==> config.mk <==
export PLATFORM = sky130hd
export DESIGN_NAME = dac_wave_player_flat
export DESIGN_NICKNAME = d
export VERILOG_FILES = /design/src/rtl/dac_wave_player_if.sv /design/src/rtl/dac_wave_player.sv /design/src/flat_wrapper.sv
export SDC_FILE = /design/constraint.sdc
export NUM_CORES = 1
export LEC_CHECK = 0
export ABC_CLOCK_PERIOD_IN_PS = 1980
export BUFFER_PORTS_ARGS = -buffer_cell sky130_fd_sc_hd__buf_2
export CAP_MARGIN = 25
export CORE_ASPECT_RATIO = 1.5
export CORE_MARGIN = 4
export CORE_UTILIZATION = 38
export CTS_CLUSTER_DIAMETER = 150
export DETAILED_ROUTE_END_ITERATION = 10
export PLACE_DENSITY = 0.68
export REMOVE_ABC_BUFFERS = 1
export SLEW_MARGIN = 20
export SYNTH_ARGS = -nofsm -noshare
export SYNTH_HDL_FRONTEND = slang
export SYNTH_SLANG_ARGS = --single-unit
==> constraint.sdc <==
create_clock -name clka -period 1.98 [get_ports clka]
set_input_delay 0.396 -clock clka [delete_from_list [all_inputs] [get_ports clka]]
set_output_delay 0.396 -clock clka [all_outputs]
set_load 0.01 [all_outputs]
==> src/rtl/dac_wave_player_if.sv <==
// rtl/dac_wave_player_if.sv - Control, BRAM read port and DAC output bundle for dac_wave_player
interface dac_wave_player_if #(
  parameter int ADDR_W = 16,
  parameter int DATA_W = 10,
  parameter int DIV_W  = 16
);
  logic              start;
  logic              stop;
  logic              loop_en;
  logic [ADDR_W-1:0] start_addr;
  logic [ADDR_W-1:0] end_addr;
  logic [DIV_W-1:0]  rate_div;
  logic [ADDR_W-1:0] bram_addr;
  logic [DATA_W-1:0] bram_dout;
  logic [DATA_W-1:0] dac_data;
  logic              dac_strobe;
  logic              busy;
  logic              done;

  // System side: host controls plus the BRAM data return
  modport master (
    output start, stop, loop_en, start_addr, end_addr, rate_div, bram_dout,
    input  bram_addr, dac_data, dac_strobe, busy, done
  );

  // Player side
  modport slave (
    input  start, stop, loop_en, start_addr, end_addr, rate_div, bram_dout,
    output bram_addr, dac_data, dac_strobe, busy, done
  );
endinterface

==> src/rtl/dac_wave_player.sv <==
// rtl/dac_wave_player.sv - BRAM-to-DAC waveform playback sequencer
module dac_wave_player #(
  parameter int ADDR_W = 16,
  parameter int DATA_W = 10,
  parameter int DIV_W  = 16
) (
  input  logic            clka,
  input  logic            rst_n,
  dac_wave_player_if.slave bus
);

  typedef enum logic [1:0] {
    IDLE  = 2'd0,
    PRIME = 2'd1,
    RUN   = 2'd2
  } state_t;

  state_t            state_q, state_d;
  logic              loop_q, loop_d;
  logic [ADDR_W-1:0] start_addr_q, start_addr_d;
  logic [ADDR_W-1:0] end_addr_q, end_addr_d;
  logic [DIV_W-1:0]  rdiv_q, rdiv_d;
  logic [DIV_W-1:0]  cnt_q, cnt_d;
  logic [ADDR_W-1:0] bram_addr_q, bram_addr_d;
  logic [DATA_W-1:0] dac_data_q, dac_data_d;
  logic              dac_strobe_q, dac_strobe_d;
  logic              busy_q, busy_d;
  logic              done_q, done_d;

  // Next-state logic: config latch on start, emission pacing and address sequencing
  always_comb begin
    state_d      = state_q;
    loop_d       = loop_q;
    start_addr_d = start_addr_q;
    end_addr_d   = end_addr_q;
    rdiv_d       = rdiv_q;
    cnt_d        = cnt_q;
    bram_addr_d  = bram_addr_q;
    dac_data_d   = dac_data_q;
    dac_strobe_d = 1'b0;
    busy_d       = busy_q;
    done_d       = 1'b0;

    case (state_q)
      IDLE: begin
        if (bus.start) begin
          loop_d       = bus.loop_en;
          start_addr_d = bus.start_addr;
          end_addr_d   = bus.end_addr;
          // A zero divider would outrun the one-cycle BRAM latency
          rdiv_d       = (bus.rate_div == '0) ? DIV_W'(1) : bus.rate_div;
          bram_addr_d  = bus.start_addr;
          busy_d       = 1'b1;
          state_d      = PRIME;
        end
      end

      PRIME: begin
        if (bus.stop) begin
          busy_d  = 1'b0;
          state_d = IDLE;
        end else begin
          cnt_d   = '0;
          state_d = RUN;
        end
      end

      RUN: begin
        if (bus.stop) begin
          busy_d  = 1'b0;
          state_d = IDLE;
        end else if (cnt_q != '0) begin
          cnt_d = cnt_q - DIV_W'(1);
        end else begin
          dac_data_d   = bus.bram_dout;
          dac_strobe_d = 1'b1;
          // Reload with rdiv so that emissions land rdiv+1 clocks apart
          cnt_d        = rdiv_q;
          if (bram_addr_q != end_addr_q) begin
            bram_addr_d = bram_addr_q + ADDR_W'(1);
          end else if (loop_q) begin
            bram_addr_d = start_addr_q;
          end else begin
            done_d  = 1'b1;
            busy_d  = 1'b0;
            state_d = IDLE;
          end
        end
      end

      default: begin
        busy_d  = 1'b0;
        state_d = IDLE;
      end
    endcase
  end

  // State and registered outputs, synchronous active-low reset
  always_ff @(posedge clka) begin
    if (!rst_n) begin
      state_q      <= IDLE;
      loop_q       <= 1'b0;
      start_addr_q <= '0;
      end_addr_q   <= '0;
      rdiv_q       <= '0;
      cnt_q        <= '0;
      bram_addr_q  <= '0;
      dac_data_q   <= '0;
      dac_strobe_q <= 1'b0;
      busy_q       <= 1'b0;
      done_q       <= 1'b0;
    end else begin
      state_q      <= state_d;
      loop_q       <= loop_d;
      start_addr_q <= start_addr_d;
      end_addr_q   <= end_addr_d;
      rdiv_q       <= rdiv_d;
      cnt_q        <= cnt_d;
      bram_addr_q  <= bram_addr_d;
      dac_data_q   <= dac_data_d;
      dac_strobe_q <= dac_strobe_d;
      busy_q       <= busy_d;
      done_q       <= done_d;
    end
  end

  assign bus.bram_addr  = bram_addr_q;
  assign bus.dac_data   = dac_data_q;
  assign bus.dac_strobe = dac_strobe_q;
  assign bus.busy       = busy_q;
  assign bus.done       = done_q;

endmodule
==> src/flat_wrapper.sv <==
// flat-port wrapper written by rule: the top's interface ports become plain ports
module dac_wave_player_flat 
#(
  parameter int ADDR_W = 16,
  parameter int DATA_W = 10,
  parameter int DIV_W  = 16
)
  (clka, rst_n, bus_start, bus_stop, bus_loop_en, bus_start_addr, bus_end_addr, bus_rate_div, bus_bram_dout, bus_bram_addr, bus_dac_data, bus_dac_strobe, bus_busy, bus_done);
  dac_wave_player_if #(.ADDR_W(ADDR_W), .DATA_W(DATA_W), .DIV_W(DIV_W)) bus_i ();
  input  logic clka;
  input  logic rst_n;
  input wire logic [$bits(bus_i.start)-1:0] bus_start;
  input wire logic [$bits(bus_i.stop)-1:0] bus_stop;
  input wire logic [$bits(bus_i.loop_en)-1:0] bus_loop_en;
  input wire logic [$bits(bus_i.start_addr)-1:0] bus_start_addr;
  input wire logic [$bits(bus_i.end_addr)-1:0] bus_end_addr;
  input wire logic [$bits(bus_i.rate_div)-1:0] bus_rate_div;
  input wire logic [$bits(bus_i.bram_dout)-1:0] bus_bram_dout;
  output wire logic [$bits(bus_i.bram_addr)-1:0] bus_bram_addr;
  output wire logic [$bits(bus_i.dac_data)-1:0] bus_dac_data;
  output wire logic [$bits(bus_i.dac_strobe)-1:0] bus_dac_strobe;
  output wire logic [$bits(bus_i.busy)-1:0] bus_busy;
  output wire logic [$bits(bus_i.done)-1:0] bus_done;
  assign bus_i.start = bus_start;
  assign bus_i.stop = bus_stop;
  assign bus_i.loop_en = bus_loop_en;
  assign bus_i.start_addr = bus_start_addr;
  assign bus_i.end_addr = bus_end_addr;
  assign bus_i.rate_div = bus_rate_div;
  assign bus_i.bram_dout = bus_bram_dout;
  assign bus_bram_addr = bus_i.bram_addr;
  assign bus_dac_data = bus_i.dac_data;
  assign bus_dac_strobe = bus_i.dac_strobe;
  assign bus_busy = bus_i.busy;
  assign bus_done = bus_i.done;
  dac_wave_player #(.ADDR_W(ADDR_W), .DATA_W(DATA_W), .DIV_W(DIV_W)) u_core (.clka(clka), .rst_n(rst_n), .bus(bus_i));
endmodule
Word-level counts from Yosys, hierarchy flattened. Cells that the tools add are included.

Output and inout bits: 29. Bits in registers: 96.

Bitwise gates (word level): 4. Multiplexer cells: 27. Add/subtract/negate cells: 2. Reductions and logical operators: 13. Equal/unequal tests: 12.

Operators by type and width (number): 16-bit two-way mux (9); 16-bit one-hot mux with 2 select lines (2); 16-bit by 1-bit adder with 16-bit output, second input constant (1); 16-bit logical NOT (1); 16-bit != test (1); 16-bit nonzero test (1); 16-bit by 1-bit subtractor with 16-bit output, second input constant (1); 2-bit two-way mux (6); 2-bit != test, second input constant (5); 5-bit AND reduction (2); 3-bit != test, second input constant (3); 1-bit two-way mux (8); 2-bit one-hot mux with 3 select lines (1); 3-bit AND reduction (2); 5-bit OR reduction (1); 1-bit NOT (4); 4-bit AND reduction (1); 2-bit nonzero test (2); 3-bit by 1-bit != test with 1-bit output, second input constant (1); 1-bit one-hot mux with 3 select lines (1); 3-bit OR reduction (1); 2-bit by 1-bit equality test with 1-bit output, second input constant (1); 2-bit equality test, second input constant (1); 2-bit logical NOT (1); 2-bit AND reduction (1).

Logic depth before layout (Yosys ltp).
Depth in word-level cells: 5. Depth in mapped cells: 10. Gate-level depth less buffers: 8.

Worst setup path before layout. No wires, ideal clock.

Path kind: register to register. From: register u_core.bram_addr_q[0] (netlist: u_core.bus.bram_addr[0]). To: register u_core.bram_addr_q[0] (netlist: u_core.bus.bram_addr[0]). Data arrival time: 1.944 ns. Cell stages (with the launch flop): 9. Library setup time: 0.124 ns. Buffers on the path: 2. Path slack: -0.088 ns. Data required time: 1.856 ns. Clock period less this slack: 2.068 ns. Cells stage by stage: dfxtp_1 > clkbuf_1 > xnor2_1 > nand4_1 > nor4_4 > buf_2 > nor2_1 > a211oi_1 > o22ai_1.

Word-level cells in the longest chain between the ends: 5.

Ends and longest elaborated chain: start: declaration (RTL line dac_wave_player.sv:24) `logic [ADDR_W-1:0] bram_addr_q, bram_addr_d;`; start signal: assignment (RTL line dac_wave_player.sv:119) `bram_addr_q <= bram_addr_d;`; 16-bit by 1-bit adder with 16-bit output or 16-bit != test (tied branches) (RTL line dac_wave_player.sv:80, dac_wave_player.sv:79); 16-bit two-way mux (RTL line dac_wave_player.sv:79) `if (bram_addr_q != end_addr_q) begin`; 16-bit two-way mux (RTL line dac_wave_player.sv:72) `end else if (cnt_q != '0) begin`; 16-bit two-way mux (RTL line dac_wave_player.sv:69) `if (bus.stop) begin`; 16-bit one-hot mux with 2 select lines (RTL line dac_wave_player.sv:44) `case (state_q)`.

Several ways; a longest one is shown, not always the timed one. The select of a mux whose other input is x is not followed. A chain may end at the register's enable or synchronous reset.

Worst setup path in the final report.
From: register u_core.cnt_q[0]. To: register u_core.cnt_q[14].

Word-level cells in the longest chain between the ends: 4.

Ends and longest elaborated chain: start: declaration (RTL line dac_wave_player.sv:23) `logic [DIV_W-1:0] cnt_q, cnt_d;`; start signal: assignment (RTL line dac_wave_player.sv:118) `cnt_q <= cnt_d;`; 16-bit by 1-bit subtractor with 16-bit output or 16-bit nonzero test (tied branches) (RTL line dac_wave_player.sv:73, dac_wave_player.sv:72); 16-bit two-way mux * (RTL line dac_wave_player.sv:72); 16-bit two-way mux * (RTL line dac_wave_player.sv:69); 16-bit one-hot mux with 2 select lines * (RTL line dac_wave_player.sv:44).

Mark *: on every way between the ends. The rest lies on a longest branch, timed or not. The select of a mux whose other input is x is not followed.

==> flow_summary.json <==
{
  "ys_async_sr_fraction_pct": 0,
  "ys_types": 50,
  "syn_avg_cell_area_um2": 7.70,
  "htree_levels": 3,
  "status": "finished with violations",
  "gp_congestion": 0.890,
  "placed_cells": 864,
  "preCtsSetupSlack_ns": -0.0384,
  "die_h_um": 144,
  "hp-class": "in -> reg",
  "drt-total-wl_um": 13900,
  "hpwl_um": 10000,
  "final.setup.tns_ns": -0.0255,
  "grt.total_usage_pct": 19.3,
  "cts_root_buf": "clkbuf_16",
  "cts_sinks": 96,
  "path_delay_family": "simple AND/OR/NAND/NOR gates",
  "ys_seq_elements": 96,
  "synth_edf_count": 0,
  "grt_pass1_wl_um": 22400,
  "io_buffers": 91,
  "placed_area_um2": 5610,
  "path_clk_slew_ns": 0.07,
  "syn_area_um2": 4700,
  "crit_type": "reg -> reg",
  "holdPathEnd": "u_core.end_addr_q[11]",
  "finalNetCount": 795,
  "synthCells": 611,
  "synth_top_area_cell": "dfxtp_1",
  "maxSlewViolCount": 0,
  "fin_crit_ns": 2.00,
  "end_kind": "register",
  "setup_viol": 2,
  "max_slew_margin_pct": 58.1,
  "antenna_cells": 0,
  "violations": "setup timing",
  "synth_top_area_share_pct": 40.9,
  "hp-start": "bus_end_addr[11]",
  "wl_per_cell_um": 15.7,
  "tightestPinTransition_ns": 0.623,
  "crit_chain": "inv_2, ha_1, or3b_4, nor4_4, nand3_1, xor2_1, a211o_1, a21oi_1",
  "finalHoldViolCount": 0,
  "yosys.area_share.simple_pct": 27.1,
  "cts.hold.buffers_added": 0,
  "synth_xor_area_share_pct": 5.96,
  "layout_common_cells": "nand2_1 (158), buf_2 (91), dfxtp_1 (90)",
  "finalCoreUtilization_pct": 50.0,
  "initial_core_util_pct": 38.9,
  "leakagePower_nw": 2.48,
  "cp_num_buf_inv": 1,
  "worstHoldPathCells": 3,
  "multi_input_area_um2": 2600,
  "dr.pass1.iters": 4,
  "r2r-start": "u_core.cnt_q[0]",
  "grt_max_degree": 39,
  "grt_pass1_vias": 4639,
  "fin_area_um2": 6040,
  "fin_ws_ns": -0.0154,
  "via_count": 4760,
  "synth-compound-area-share_pct": 20.0,
  "die_w_um": 98.8,
  "crit_path_start_kind": "register",
  "power.density_nw_per_um2": 776,
  "core_area_um2": 12100,
  "area_growth_pct": 28.6,
  "synth_top_family_by_area": "simple AND/OR/NAND/NOR gates",
  "rows": 49,
  "clk_path_buf_depth": 2,
  "p_total_mw": 4.69,
  "drc_errors": 0,
  "rr_endpoint": "u_core.cnt_q[14]",
  "ant_nets": 0,
  "finClkSkew_ns": 0.00900,
  "irDropWorstVdd_mv": 0.471,
  "ys_warn_count": 0,
  "crit_path_top_delay_cell": "or3b_4",
  "min_period_over_period_pct": 101,
  "r2r_cells": 8,
  "synth-seq-area-share_pct": 40.9,
  "cts_tree": "built",
  "synthAdderAreaFrac_pct": 0.798,
  "boundaryPins": 92,
  "final_common_cell": "nand2_1",
  "die-area_um2": 14300,
  "drive_gt1_share_pct": 26.8,
  "routed_via_density": 5.37,
  "rsz0062_at_grt": "yes",
  "yosys_most_used_dff": "dfxtp_1",
  "reg2reg_slack_ns": -0.02,
  "cp.required_ns": 2.26,
  "max_freq_ghz": 0.501,
  "worst_hold_slack_ns": 0.281,
  "synth.mux.area_fraction_pct": 0.452,
  "seqCellArea_um2": 1930,
  "cp_max_fo": 3,
  "overflow": 0,
  "numCtsBuffers": 9,
  "critPathMaxStageDelay_ns": 0.41,
  "critical_path_arrival_ns": 2.27,
  "drt_iter0_drc": 247,
  "instances_no_fill": 887,
  "netlist_top_cells_area": "dfxtp_1 (41%), nand2_1 (13%), a21oi_1 (9.3%)",
  "clk_latency_ns": 0.35,
  "antenna_found_initial": 0,
  "fillers": 1166,
  "cap_viol_max_count": 0
}
## kinds of logic after synthesis
kind of cell | count (synthesis)
xor+xnor | 32
simple gates | 265
fa+ha+maj | 3
buf+inv | 52
compound gates | 161
flops | 96
mux | 2
## where the power goes
group,internal (mW),total [mW],switching [mW]
Combinational,0.349,0.790,0.440
Clock,0.995,1.79,0.799
Sequential,2.03,2.11,0.0734
## area by class of cell
type                       count  area share [%]
sequential                    96            31.9
tap                          153            3.17
clock buffer                   9            3.73
multi-input combinational    463            43.1
timing repair buffer         153            16.4
clock inverter                 7            1.32
inverter                       6           0.373
## cells in the mapped netlist, types with 2 or more instances
cell	count
buf_4	3
nand3_1	15
nor2b_1	4
clkbuf_1	35
nand4_1	12
nand2b_1	11
a21oi_1	87
buf_2	5
o311a_1	3
inv_1	6
a211oi_1	5
nor4_1	5
buf_6	2
ha_1	3
o22ai_1	3
o211ai_1	10
nor3_1	13
and4_1	3
nand2_1	159
and3_1	5
a31oi_1	16
o21ai_0	25
xnor2_1	22
a21o_1	3
dfxtp_1	96
nor2_1	24
nor4_4	4
xor2_1	10
## flip-flops by register name, indices dropped and copies added (netlist names)
name                   flops
u_core.cnt_q              16
u_core.end_addr_q         16
u_core.state_q             2
u_core.bus.busy            1
u_core.bus.dac_strobe      1
u_core.rdiv_q             16
u_core.bus.dac_data       10
u_core.bus.bram_addr      16
u_core.loop_q              1
u_core.bus.done            1
u_core.start_addr_q       16
## routing by layer
layer  track usage, %  up-vias  part of all wire (%)
met5                0        -                     0
met3             2.90       24                   5.0
met1             21.3     2251                    38
met2             36.4      139                    54
li1                 -     2346                     -
met4             8.06        0                   3.0
## worst register-to-register path: stages, from the launching register on
cell     delay (ns)
dfxtp_2        0.33
inv_2          0.06
ha_1           0.18
or3b_4         0.41
nor4_4         0.21
nand3_1        0.16
xor2_1         0.17
a211o_1        0.29
a21oi_1        0.13
## worst max path at each step
stage | start | endpoint | slack [ns] | depth (start not counted)
6_report | u_core.cnt_q[0] | u_core.cnt_q[14] | -0.02 | 8
5_1_grt | u_core.cnt_q[0] | u_core.cnt_q[14] | -0.10 | 8
4_1_cts | u_core.cnt_q[0] | u_core.bus.bram_addr[0] | -0.05 | 10
3_5_place_dp | u_core.cnt_q[0] | u_core.bus.bram_addr[13] | -0.04 | 9
3_3_place_gp | u_core.cnt_q[0] | u_core.cnt_q[14] | 0.01 | 8
2_1_floorplan | u_core.bus.bram_addr[2] | u_core.bus.bram_addr[1] | -0.70 | 6
## timing repair
action,in CTS,in global routing
resized for setup,16,20
gates cloned,1,0
setup buffers,5,2
setup endpoints to repair,12,33
endpoints found under the hold margin,0,0
pin swaps,4,4
Note: power is estimated with default switching activity, not from simulation.
